[src/rtl/frotaegis_pkg.sv]
// Shared definitions for the frame report packer: packet framing constants
// and the serialiser state encoding.
package frotaegis_pkg;

    localparam logic [7:0] HDR_BYTE  = 8'hA5;
    localparam int         RES_BYTES = 6;

    // Whole packet: header, six result bytes, LENGTH samples, checksum.
    function automatic int PKT_LEN(input int length);
        return length + 8;
    endfunction

    typedef enum logic [2:0] {
        COLLECT,
        HDR,
        RES,
        FRAME,
        CSUM
    } state_t;

endpackage

[src/rtl/frame_sample_buf.sv]
// Frame sample store: one synchronous write port and one combinational
// read port, so the serialiser can prefetch the next sample byte.
module frame_sample_buf #(
    parameter int DATA_SIZE   = 4,
    parameter int LENGTH      = 64,
    parameter int LENGTH_SIZE = 6
) (
    input  logic                   clk,
    input  logic                   wrEn,
    input  logic [LENGTH_SIZE-1:0] wrAdd,
    input  logic [DATA_SIZE-1:0]   wrData,
    input  logic [LENGTH_SIZE-1:0] rdAdd,
    output logic [DATA_SIZE-1:0]   rdData
);

    logic [DATA_SIZE-1:0] mem [LENGTH];

    // Storage is never cleared; unwritten addresses keep old contents.
    always_ff @(posedge clk) begin
        if (wrEn) begin
            mem[wrAdd] <= wrData;
        end
    end

    assign rdData = mem[rdAdd];

endmodule

[src/rtl/frame_report_packer.sv]
// Collects one frame plus the top-3 sort result, then streams them out as a
// single checksummed byte packet on a valid/ready byte interface.
module frame_report_packer
    import frotaegis_pkg::*;
#(
    parameter int         DATA_SIZE   = 4,
    parameter int         LENGTH      = 64,
    parameter int         LENGTH_SIZE = 6,
    parameter logic [7:0] HDR_BYTE    = frotaegis_pkg::HDR_BYTE
) (
    input  logic                   clk,
    input  logic                   rst,
    input  logic                   FramEn,
    input  logic [LENGTH_SIZE-1:0] FramAdd,
    input  logic [DATA_SIZE-1:0]   FramData,
    input  logic                   SortValid,
    input  logic [DATA_SIZE-1:0]   MaxCountData1,
    input  logic [DATA_SIZE-1:0]   MaxCountData2,
    input  logic [DATA_SIZE-1:0]   MaxCountData3,
    input  logic [LENGTH_SIZE-1:0] MaxCount1,
    input  logic [LENGTH_SIZE-1:0] MaxCount2,
    input  logic [LENGTH_SIZE-1:0] MaxCount3,
    output logic [7:0]             TxData,
    output logic                   TxValid,
    input  logic                   TxReady,
    output logic                   TxLast,
    output logic                   Busy,
    output logic                   Overrun
);

    // Frame payload is what remains after header, results and checksum.
    localparam int LAST_FRAME_IDX = PKT_LEN(LENGTH) - RES_BYTES - 3;
    localparam int IDX_W          = (LENGTH_SIZE > 3) ? LENGTH_SIZE : 3;

    state_t                 state;
    logic [IDX_W-1:0]       idx;
    logic                   frameDone;
    logic                   sortDone;
    logic [DATA_SIZE-1:0]   maxData1, maxData2, maxData3;
    logic [LENGTH_SIZE-1:0] maxCnt1, maxCnt2, maxCnt3;
    logic [7:0]             csum;
    logic [7:0]             csumNext;
    logic [7:0]             nextByte;
    logic [LENGTH_SIZE-1:0] rdAdd;
    logic [DATA_SIZE-1:0]   rdData;
    logic                   xfer;
    logic                   inCollect;
    logic                   bufWe;
    logic                   lastSample;
    logic                   startPkt;

    function automatic logic [7:0] zextData(input logic [DATA_SIZE-1:0] v);
        return 8'(v);
    endfunction

    function automatic logic [7:0] zextCnt(input logic [LENGTH_SIZE-1:0] v);
        return 8'(v);
    endfunction

    assign xfer       = TxValid && TxReady;
    assign inCollect  = (state == COLLECT);
    assign bufWe      = inCollect && FramEn;
    assign lastSample = bufWe && (FramAdd == LENGTH_SIZE'(LENGTH - 1));
    // Include this cycle's strobes so the header follows the enabling strobe by one cycle.
    assign startPkt   = inCollect && (frameDone || lastSample) && (sortDone || SortValid);
    assign csumNext   = csum + TxData;

    frame_sample_buf #(
        .DATA_SIZE   (DATA_SIZE),
        .LENGTH      (LENGTH),
        .LENGTH_SIZE (LENGTH_SIZE)
    ) u_buf (
        .clk    (clk),
        .wrEn   (bufWe),
        .wrAdd  (FramAdd),
        .wrData (FramData),
        .rdAdd  (rdAdd),
        .rdData (rdData)
    );

    // Byte to present after the current one is accepted (prefetch for registered TxData).
    always_comb begin
        nextByte = '0;
        rdAdd    = '0;
        case (state)
            HDR: nextByte = zextData(maxData1);
            RES: begin
                case (idx[2:0])
                    3'd0:    nextByte = zextCnt(maxCnt1);
                    3'd1:    nextByte = zextData(maxData2);
                    3'd2:    nextByte = zextCnt(maxCnt2);
                    3'd3:    nextByte = zextData(maxData3);
                    3'd4:    nextByte = zextCnt(maxCnt3);
                    default: nextByte = zextData(rdData);
                endcase
            end
            FRAME: begin
                rdAdd = LENGTH_SIZE'(idx + 1'b1);
                if (idx == IDX_W'(LAST_FRAME_IDX)) begin
                    nextByte = csumNext;
                end else begin
                    nextByte = zextData(rdData);
                end
            end
            default: nextByte = '0;
        endcase
    end

    // Capture control and packet serialiser; every step waits for a transfer.
    always_ff @(posedge clk) begin
        if (rst) begin
            state     <= COLLECT;
            idx       <= '0;
            frameDone <= 1'b0;
            sortDone  <= 1'b0;
            csum      <= '0;
            TxData    <= '0;
            TxValid   <= 1'b0;
            TxLast    <= 1'b0;
            Busy      <= 1'b0;
            Overrun   <= 1'b0;
        end else begin
            if (!inCollect && (FramEn || SortValid)) begin
                Overrun <= 1'b1;
            end
            case (state)
                COLLECT: begin
                    if (lastSample) begin
                        frameDone <= 1'b1;
                    end
                    if (SortValid) begin
                        maxData1 <= MaxCountData1;
                        maxData2 <= MaxCountData2;
                        maxData3 <= MaxCountData3;
                        maxCnt1  <= MaxCount1;
                        maxCnt2  <= MaxCount2;
                        maxCnt3  <= MaxCount3;
                        sortDone <= 1'b1;
                    end
                    if (startPkt) begin
                        state   <= HDR;
                        idx     <= '0;
                        csum    <= '0;
                        TxData  <= HDR_BYTE;
                        TxValid <= 1'b1;
                        TxLast  <= 1'b0;
                        Busy    <= 1'b1;
                    end
                end
                HDR: begin
                    if (xfer) begin
                        state  <= RES;
                        idx    <= '0;
                        TxData <= nextByte;
                    end
                end
                RES: begin
                    if (xfer) begin
                        csum   <= csumNext;
                        TxData <= nextByte;
                        if (idx == IDX_W'(RES_BYTES - 1)) begin
                            state <= FRAME;
                            idx   <= '0;
                        end else begin
                            idx <= idx + 1'b1;
                        end
                    end
                end
                FRAME: begin
                    if (xfer) begin
                        csum   <= csumNext;
                        TxData <= nextByte;
                        if (idx == IDX_W'(LAST_FRAME_IDX)) begin
                            state  <= CSUM;
                            TxLast <= 1'b1;
                        end else begin
                            idx <= idx + 1'b1;
                        end
                    end
                end
                CSUM: begin
                    if (xfer) begin
                        state     <= COLLECT;
                        TxValid   <= 1'b0;
                        TxLast    <= 1'b0;
                        Busy      <= 1'b0;
                        frameDone <= 1'b0;
                        sortDone  <= 1'b0;
                    end
                end
                default: state <= COLLECT;
            endcase
        end
    end

endmodule

[config.mk]
export PLATFORM = sky130hd
export DESIGN_NAME = frame_report_packer
export DESIGN_NICKNAME = d
export VERILOG_FILES = /design/src/rtl/frotaegis_pkg.sv /design/src/rtl/frame_sample_buf.sv /design/src/rtl/frame_report_packer.sv
export SDC_FILE = /design/constraint.sdc
export NUM_CORES = 1
export LEC_CHECK = 0
export CAP_MARGIN = 10
export CORE_MARGIN = 8
export CORE_UTILIZATION = 40
export CTS_CLUSTER_DIAMETER = 60
export DETAILED_ROUTE_END_ITERATION = 6
export RECOVER_POWER = 50
export SYNTH_ARGS = -nofsm -noshare
export SYNTH_HDL_FRONTEND = slang
export SYNTH_SLANG_ARGS = --single-unit
export TNS_END_PERCENT = 5
[constraint.sdc]
create_clock -name clk -period 7.2 [get_ports clk]
set_input_delay 1.8 -clock clk [delete_from_list [all_inputs] [get_ports clk]]
set_output_delay 1.8 -clock clk [all_outputs]
set_load 0.005 [all_outputs]
---- Yosys cells after proc, flatten, opt, wreduce, memory -nomap -nowiden ----
Memories as Yosys holds them, arrays and structs flattened.
Cells that the tools add are included.
word-level totals
  output and inout bits ................... 12
  memories kept ........................... 1
  bits in read-only memories .............. 0
  word-level logic and storage cells ...... 108
  bits in latches ......................... 0
  flip-flop bits (word level) ............. 60
  RAM bits ................................ 256
cells by class
  reduce and logical (&&, ||, !) cells .... 28
  multipliers ............................. 0
  muxes and demuxes ....................... 38
  add/subtract/negate cells ............... 2
  shift-type cells ........................ 0
  bitwise operators ....................... 1
  equality and inequality tests ........... 23
  divide/modulo/power cells ............... 0
  order comparisons ....................... 0
memory list
  memory     depth  bits a word  read ports  clocked after memory_dff  wr ports  line                    text
  u_buf.mem  64     4            1           0                         1         frame_sample_buf.sv:16  logic [DATA_SIZE-1:0] mem [LENGTH];
operator list
  operator               count
  $pmux W8 S2            3
  $mux W6                7
  $mux W8                5
  $pmux W6 S5            1
  $pmux W6 S4            1
  $mux W3                7
  $reduce_and A3 Y1      6
  $ne A2 B2 Y1 const B   8
  $pmux W3 S5            1
  $eq A3 B2 Y1 const B   4
  $eq A6 B6 Y1 const B   2
  $mux W1                9
  $add A8 B8 Y8          1
  $ne A2 B1 Y1 const B   4
  $reduce_and A7 Y1      1
  $add A6 B1 Y6 const B  1
  $eq A3 B1 Y1 const B   2
  $eq A3 B3 Y1 const B   2
  $eq A6 B3 Y1 const B   1
  $logic_and A1 B1 Y1    6
  $logic_not A3 Y1       2
  $pmux W1 S2            3
  $reduce_and A6 Y1      1
  $reduce_bool A2 Y1     3
  other kinds (9)        11

---- Longest topological paths before layout ----
Gate-level depths: netlist of run 1.
  depth in word-level cells ............... 8
  depth in mapped cells ................... 14
  depth with buffers taken out ............ 10

---- Cells and area by module ----
Synthesis of run 1 repeated with hierarchy kept, for this count alone.
second synthesis, totals
  cells, all modules ...................... 823
  area, all modules ....................... 13,357.8 um2
modules (own cells, without submodules)
  module               times used  cells an instance  area each (um2)
  frame_sample_buf     1           517                10,327.4
  frame_report_packer  1           306                3,030.4

---- Worst setup path before layout of run 1 ----
No wires, ideal clock.
  path kind ............................... input port to flip-flop
  from .................................... in rst
  to ...................................... reg maxCnt1[0] (enable)
  setup time .............................. 461 ps
  path slack .............................. 2,467 ps
  data required time ...................... 6,739 ps
  path buffers ............................ 1
  data arrival time ....................... 4,272 ps
  cell stages on the path ................. 2
  cells stage by stage .................... clkbuf_1 nor3b_1
between the ends
  cells in the longest elaborated chain, start to end .. 2
ends and longest elaborated chain
  what                         line                        text
  start, declared              frame_report_packer.sv:12   input logic rst,
  $not A1 Y1 (no line)         -
  $reduce_and A3 Y1 (no line)  -
  end signal, assigned         frame_report_packer.sv:135  maxCnt1 <= MaxCount1;
  end, declared                frame_report_packer.sv:40   logic [LENGTH_SIZE-1:0] maxCnt1, maxCnt2, maxCnt3;
Every way passes these cells.
A chain may end at the register's enable or synchronous reset.

---- Worst setup path in the final report of run 1 ----
  from .................................... in SortValid
  to ...................................... reg TxData[0]
between the ends
  cells in the longest elaborated chain, start to end .. 4
ends and longest elaborated chain
  what                         line                        text
  start, declared              frame_report_packer.sv:16   input logic SortValid,
  $logic_or A1 B1 Y1           frame_report_packer.sv:65   assign startPkt = inCollect && (frameDone || lastSample) && (sortDone || SortValid);
  $logic_and A1 B1 Y1          frame_report_packer.sv:65
  $ne A2 B1 Y1 (no line)       -
  $reduce_and A3 Y1 (no line)  -
  end signal, assigned         frame_report_packer.sv:154  TxData <= nextByte;
  end signal, assigned         frame_report_packer.sv:160  TxData <= nextByte;
  end signal, assigned         frame_report_packer.sv:172  TxData <= nextByte;
  end, declared                frame_report_packer.sv:23   output logic [7:0] TxData,
Every way passes these cells.

==> results of run 1 <==
## cell usage after synthesis (4+ instances only)
cell type / count
nand3_1: 25
inv_1: 16
and2_1: 5
a222oi_1: 4
a22oi_1: 4
a211oi_1: 17
nor3b_1: 4
o21ai_0: 39
xor2_1: 4
nor3_1: 24
mux2i_1: 39
o31ai_1: 7
dfxtp_1: 30
ha_1: 12
a32oi_1: 6
a311oi_1: 4
nand2_1: 67
a2bb2oi_1: 4
buf_2: 4
nor2b_1: 8
xnor2_1: 5
o211ai_1: 7
or3_1: 11
nor2_1: 115
a31oi_1: 12
o22ai_1: 7
o21a_1: 4
nand3b_1: 4
a221o_1: 5
edfxtp_1: 286
nand2b_1: 11
and3_1: 4
a221oi_1: 26
clkbuf_1: 51
mux2_2: 5
o2111ai_1: 4
nor4_1: 5
a21oi_1: 67
buf_1: 9
mux4_2: 12
## layer usage
layer	GRT usage (%)	wire, um	part of all wire [%]
met1	23.2	14900	41
met2	30.3	17400	48
met3	3.50	2930	8.1
met4	5.61	1000	2.8
met5	0	0	0
## critical path: cells and delay by family
family          cells  cell delay (ps)
simple gates        1              480
compound gates      6             1710
buf+inv             1              690
## metrics by stage
stage	setup slack, ps	hold WS [ps]	cells
5_1_grt	2770	488	1536
4_1_cts	3030	471	1536
2_1_floorplan	2470	436	1019
6_report	2920	470	1536
3_5_place_dp	2530	461	1473
3_3_place_gp	2550	452	1473
## sequential cells by signal, summed over array words and instances (netlist names)
name	cells
TxLast	1
maxCnt3	6
Busy	1
maxCnt2	6
TxData	8
maxData1	4
maxData3	4
u_buf.mem	256
idx	6
maxData2	4
state	3
sortDone	1
frameDone	1
csum	8
maxCnt1	6
Overrun	1
## layout by cell type (no fill, tap or decap), types with 7 or more instances in the layout
master and n:
edfxtp_1 286, nor2_1 115, nand2_1 67, a21oi_1 67, o21ai_0 39, mux2i_1 39
clkbuf_16 37, dlygate4sd3_1 31, dfxtp_1 29, a221oi_1 26, nand3_1 25, nor3_1 24
clkdlybuf4s50_1 21, a211oi_1 17, inv_1 16, clkbuf_1 14, a31oi_1 12, mux4_2 12
buf_4 12, or3_1 11, nand2b_1 11, ha_1 11, clkinv_1 9, nor2b_1 8
o31ai_1 7, o211ai_1 7, o22ai_1 7
## cells by family (layout without fill, tap and decap cells)
| logic type | count (synthesis) | in the layout |
|---|---|---|
| AND/OR/NAND/NOR | 301 | 301 |
| flip-flops | 316 | 316 |
| adder cells (fa/ha/maj) | 13 | 13 |
| buffers and inverters | 86 | 155 |
| XOR/XNOR | 9 | 9 |
| multiplexers | 56 | 56 |
| AO/OA/AOI/OAI | 238 | 238 |
## report_power, final
group / switching [W] / internal (W)
sequential: 0.0000407 / 0.00206
clock: 0.000709 / 0.00102
combinational: 0.000194 / 0.000109
## final cells by class
type / instances / area (um2)
multi-input combinational: 617 / 4030
inverter: 19 / 71.3
sequential: 316 / 9190
clock inverter: 17 / 144
tap: 448 / 561
clock buffer: 46 / 960
fill: 2945 / 17800
timing repair buffer: 73 / 649
## how the worst max path moves through the flow
stage | startpoint | to | slack, ps | cells after the start
6_report | SortValid | TxData[0]$_SDFFE_PP0P_ | 2920 | 8
3_5_place_dp | FramAdd[4] | idx[4]$_SDFFE_PP0P_ | 2530 | 7
2_1_floorplan | rst | maxCnt1[0]$_DFFE_PP_ | 2470 | 2
4_1_cts | FramAdd[4] | TxData[0]$_SDFFE_PP0P_ | 3030 | 8
5_1_grt | idx[2]$_SDFFE_PP0P_ | TxData[1]$_SDFFE_PP0P_ | 2770 | 8
3_3_place_gp | SortValid | idx[4]$_SDFFE_PP0P_ | 2550 | 7
==> flow_metrics.py, run 1 <==
metrics = {
    "run_status": {
        "status": "finished with violations",
        "violations": "max-capacitance violations, max-slew violations",
    },
    "clocking": {
        "cts.clk_slew.worst_paths_ps": 60,
        "cts_buffer_depth": 3,
        "cts-root-buf": "clkbuf_16",
        "clk_latency_ps": 510,
        "cts_buffers": 35,
        "cts_tree": "built",
        "cts.sinks": 316,
        "cts_setup_buffers": 0,
        "ctsResizeCount": 0,
        "hold_buffers": 0,
        "h-tree-depth": 2,
    },
    "worst_setup_path": {
        "reg2regPathDepth": 8,
        "required_ps": 7620,
        "cp-start-kind": "input port",
        "crit_arrival_ps": 4700,
        "cp_cell_sequence": "dlygate4sd3_1, o2111ai_1, or4_4, a211oi_4, o21ai_0, a2111oi_0, a311oi_1, a31oi_1",
        "crit_fanout": 12,
        "end_kind": "flip-flop",
        "critical_path_class": "in2reg",
        "crit_path_top_delay_cell": "dlygate4sd3_1",
        "cpPeakStageDelay_ps": 690,
        "rrSetupSlack_ps": 3060,
        "r2r_start": "idx[0]$_SDFFE_PP0P_",
        "r2r-end": "TxData[1]$_SDFFE_PP0P_",
    },
    "yosys": {
        "muxShareOfSynthArea_pct": 5.30,
        "synth-seq-cells": 316,
        "synth_warnings": 0,
        "synth-xor-area-share_pct": 0.583,
        "netlist_area_um2": 13500,
        "yosys.area.top_type": "edfxtp_1",
        "synth_compound_gate_area_share_pct": 11.9,
        "synthArstFlopShare_pct": 0,
        "synth_seq_area_share_pct": 67.9,
        "synth_cell_types": 69,
        "synthTopCellsByArea": "edfxtp_1, dfxtp_1, nor2_1",
        "synthDominantCellAreaShare_pct": 63.5,
        "syn_avg_cell_area_um2": 13.3,
        "synthAdderAreaFrac_pct": 1.26,
        "synth_fp_nets": 1077,
        "syn_inst": 1019,
        "synth_top_family_by_area": "compound AO/OA/AOI/OAI gates",
        "synth_ff_type": "edfxtp_1",
        "synth_edf_count": 286,
        "synthSimpleGateAreaFrac_pct": 10.5,
    },
    "drt": {
        "wl_per_cell_um": 23.6,
        "drtAntennaViolNets": 0,
        "num_vias": 8829,
        "drt_iter0_drc": 776,
        "drtPass1Iterations": 5,
        "routed_wirelength_mm": 36.3,
        "drcViolationCount": 0,
        "viasPerCell": 5.75,
    },
    "power": {
        "cellPowerDensity_nw_per_um2": 264,
        "finalPower_w": 0.00412,
        "vdd_drop_max_uv": 145,
        "leakagePower_nw": 4.85,
    },
    "timing": {
        "setup_violations": 0,
        "slew_headroom_pct": -97.7,
        "setup_tns_ps": 0,
        "min_period_over_period_pct": 59.4,
        "tightest_slew_ps": 2970,
        "period_minus_slack_ps": 4280,
        "rsz0062_at_grt": "no",
        "clock_skew_ps": 16.2,
        "slew_viol_final": 291,
        "fmax_ghz": 0.234,
        "timing_hold_violations_final": 0,
    },
    "cells_and_area": {
        "final_layout_size_suffix_gt1_share_pct": 8.64,
        "utilization_pct": 46.7,
        "num_antenna_cells": 0,
        "syn_to_final_growth_pct": 15.4,
        "num-nets-final": 1120,
        "post-route-cell-area_um2": 15600,
    },
    "floorplan": {
        "rows": 67,
        "chipWidth_um": 200,
        "io-pin-count": 57,
        "die-area_um2": 40000,
        "die_h_um": 200,
        "start_util_pct": 40.4,
        "core-area_um2": 33400,
    },
    "hold_path": {
        "worstHoldEndpoint": "csum[6]$_SDFFE_PP0P_",
        "hold_class": "reg2reg",
        "min-delay-start": "csum[6]$_SDFFE_PP0P_",
        "whs_path_depth": 2,
    },
    "global_routing": {
        "grt_start_max_net_pins": 65,
        "grt_pass1_vias": 8701,
        "track_usage_pct": 18.0,
        "overflow": 0,
        "antenna_found_initial": 0,
        "grt_first_pass_wirelength_mm": 54.0,
    },
    "flow_run": {
        "cap_violations": 5,
    },
    "place": {
        "dpl-instance-area_um2": 14500,
        "gp_congestion": 0.846,
        "portBuffers": 56,
        "hpwl_mm": 23.0,
    },
}
Note: power is estimated with default switching activity, not from simulation.
==> run 2: changes to the inputs <==
==> constraint.sdc (replaced) <==
create_clock -name clk -period 3.8 [get_ports clk]
set_input_delay 0.95 -clock clk [delete_from_list [all_inputs] [get_ports clk]]
set_output_delay 0.95 -clock clk [all_outputs]
set_load 0.005 [all_outputs]
==> flow_metrics.py, run 2 (same netlist as run 1, synthesis figures left out) <==
metrics = {
    "power": {
        "leakagePower_nw": 4.99,
        "switchingPower_w": 0.00176,
        "intPower_w": 0.00595,
        "sw_frac_of_total_pct": 22.8,
        "p_clk_share_pct": 40.4,
        "power_frac_comb_pct": 8.3,
        "cellPowerDensity_nw_per_um2": 487,
        "pwr-share-seq_pct": 51.3,
        "vdd_drop_max_uv": 270,
    },
    "hold_path": {
        "min-delay-start": "csum[6]$_SDFFE_PP0P_",
        "hold_class": "reg2reg",
    },
    "timing": {
        "setup_tns_ps": 0,
        "slew_viol_final": 242,
        "timing_hold_violations_final": 0,
        "period_minus_slack_ps": 3340,
        "clock_skew_ps": 13.7,
        "min_period_over_period_pct": 87.8,
        "tightest_slew_ps": 1750,
        "fmax_ghz": 0.300,
        "setup_violations": 0,
        "rsz0062_at_grt": "no",
        "slew_headroom_pct": -16.8,
    },
    "clocking": {
        "cts.clk_slew.worst_paths_ps": 60,
        "cts.sinks": 316,
        "ctsResizeCount": 0,
        "cts_setup_buffers": 0,
        "cts-root-buf": "clkbuf_16",
        "clk_latency_ps": 510,
        "cts_buffer_depth": 3,
        "cts_buffers": 34,
        "cts_tree": "built",
        "h-tree-depth": 2,
        "hold_buffers": 0,
    },
    "worst_setup_path": {
        "end_kind": "flip-flop",
        "critical_path_class": "in2reg",
        "path_buf_inv": 2,
        "crit_fanout": 33,
        "crit_arrival_ps": 3410,
        "cp_cell_sequence": "clkbuf_1, clkbuf_1",
        "cpPeakStageDelay_ps": 1230,
        "cp-startpoint": "FramData[3]",
        "crit_family": "buffers and inverters",
        "cp-start-kind": "input port",
        "required_ps": 3880,
        "r2r_start": "idx[1]$_SDFFE_PP0P_",
        "critPathMostFrequentCell": "clkbuf_1",
        "crit_path_top_delay_cell": "clkbuf_1",
    },
    "floorplan": {
        "chipWidth_um": 200,
        "core-area_um2": 33400,
        "die_h_um": 200,
        "die-area_um2": 40000,
        "start_util_pct": 40.4,
        "io-pin-count": 57,
        "rows": 67,
    },
    "cells_and_area": {
        "layout_commonest_cell": "edfxtp_1",
        "top_regs": "u_buf.mem: 256 flops, TxData: 8 flops, csum: 8 flops",
        "num_antenna_cells": 0,
        "largest_register_ffs": 256,
        "num-nets-final": 1156,
        "final_layout_size_suffix_gt1_share_pct": 10.9,
        "final_cell_mix": "edfxtp_1, nor2_1, nand2_1, a21oi_1, buf_4",
        "post-route-cell-area_um2": 15800,
        "fill_cells": 2948,
        "top_register": "u_buf.mem",
        "syn_to_final_growth_pct": 17.1,
    },
    "place": {
        "portBuffers": 56,
        "dpl-instance-area_um2": 14800,
        "gp_congestion": 0.893,
        "hpwl_mm": 25.2,
    },
    "drt": {
        "num_vias": 9109,
        "routed_wirelength_mm": 37.4,
        "wl_per_cell_um": 23.9,
        "drt_iter0_drc": 755,
        "drcViolationCount": 0,
        "viasPerCell": 5.81,
        "drtPass1Iterations": 5,
        "drtAntennaViolNets": 0,
    },
    "run_status": {
        "status": "finished with violations",
        "violations": "max-capacitance violations, max-slew violations",
    },
    "global_routing": {
        "overflow": 0,
        "grt_pass1_vias": 9000,
        "antenna_found_initial": 0,
        "track_usage_pct": 18.7,
        "grt_start_max_net_pins": 43,
        "grt_first_pass_wirelength_mm": 56.1,
    },
    "flow_run": {
        "cap_violations": 7,
    },
}
## run 2: cell types whose count changed in the layout (fill, tap and decap cells not counted), sizes merged
cell      delta
clkinv       -1
clkinvlp     -1
inv          -1
buf         +32
clkbuf       +3
## run 2: worst paths after layout
check                                    end  slack, ps  depth (start not counted)
setup / recovery  u_buf.mem[32][3]$_DFFE_PP_        460                          2
hold / removal          csum[6]$_SDFFE_PP0P_        480                          2
setup reg to reg      TxData[0]$_SDFFE_PP0P_        480                          9
hold reg to reg         csum[6]$_SDFFE_PP0P_        480                          2
## run 2: layer usage
metal	share of wire [%]	up-vias	track usage [%]
li1	-	4100	-
met1	42	4563	25.0
met2	48	387	31.3
met3	7.5	59	3.13
met4	2.3	0	4.90
met5	0	-	0
## run 2: cell type report
class                   instances  area [um2]  share of cell area [%]
flip-flops and latches        316        9190                    58.0
clock buffers                  44         910                    5.74
multi-input cells             617        4040                    25.5
inverters                      19        71.3                   0.450
well taps                     448         561                    3.54
clock inverters                14         120                   0.758
repair buffers                110         943                    5.96
## run 2: stage by stage
step	utilization (%)	hold slack [ps]	power (W)	worst slack, ps	cells
finish	47.3	475	0.00771	462	1568
global route	47.3	497	0.00798	250	1568
CTS	47.4	477	0.00777	504	1568
detailed placement	44.4	468	0.00468	312	1510
global placement	44.4	456	0.00466	410	1510
floorplan	-	436	0.00435	120	1019
## run 2: power groups by stage
stage / combinational, W / clock [W] / sequential (W)
after floorplan: 0.000359 / 0 / 0.00400
after global placement: 0.000636 / 0 / 0.00402
after detailed placement: 0.000651 / 0 / 0.00402
after CTS: 0.000654 / 0.00316 / 0.00395
after global routing: 0.000699 / 0.00331 / 0.00396
final: 0.000638 / 0.00311 / 0.00396
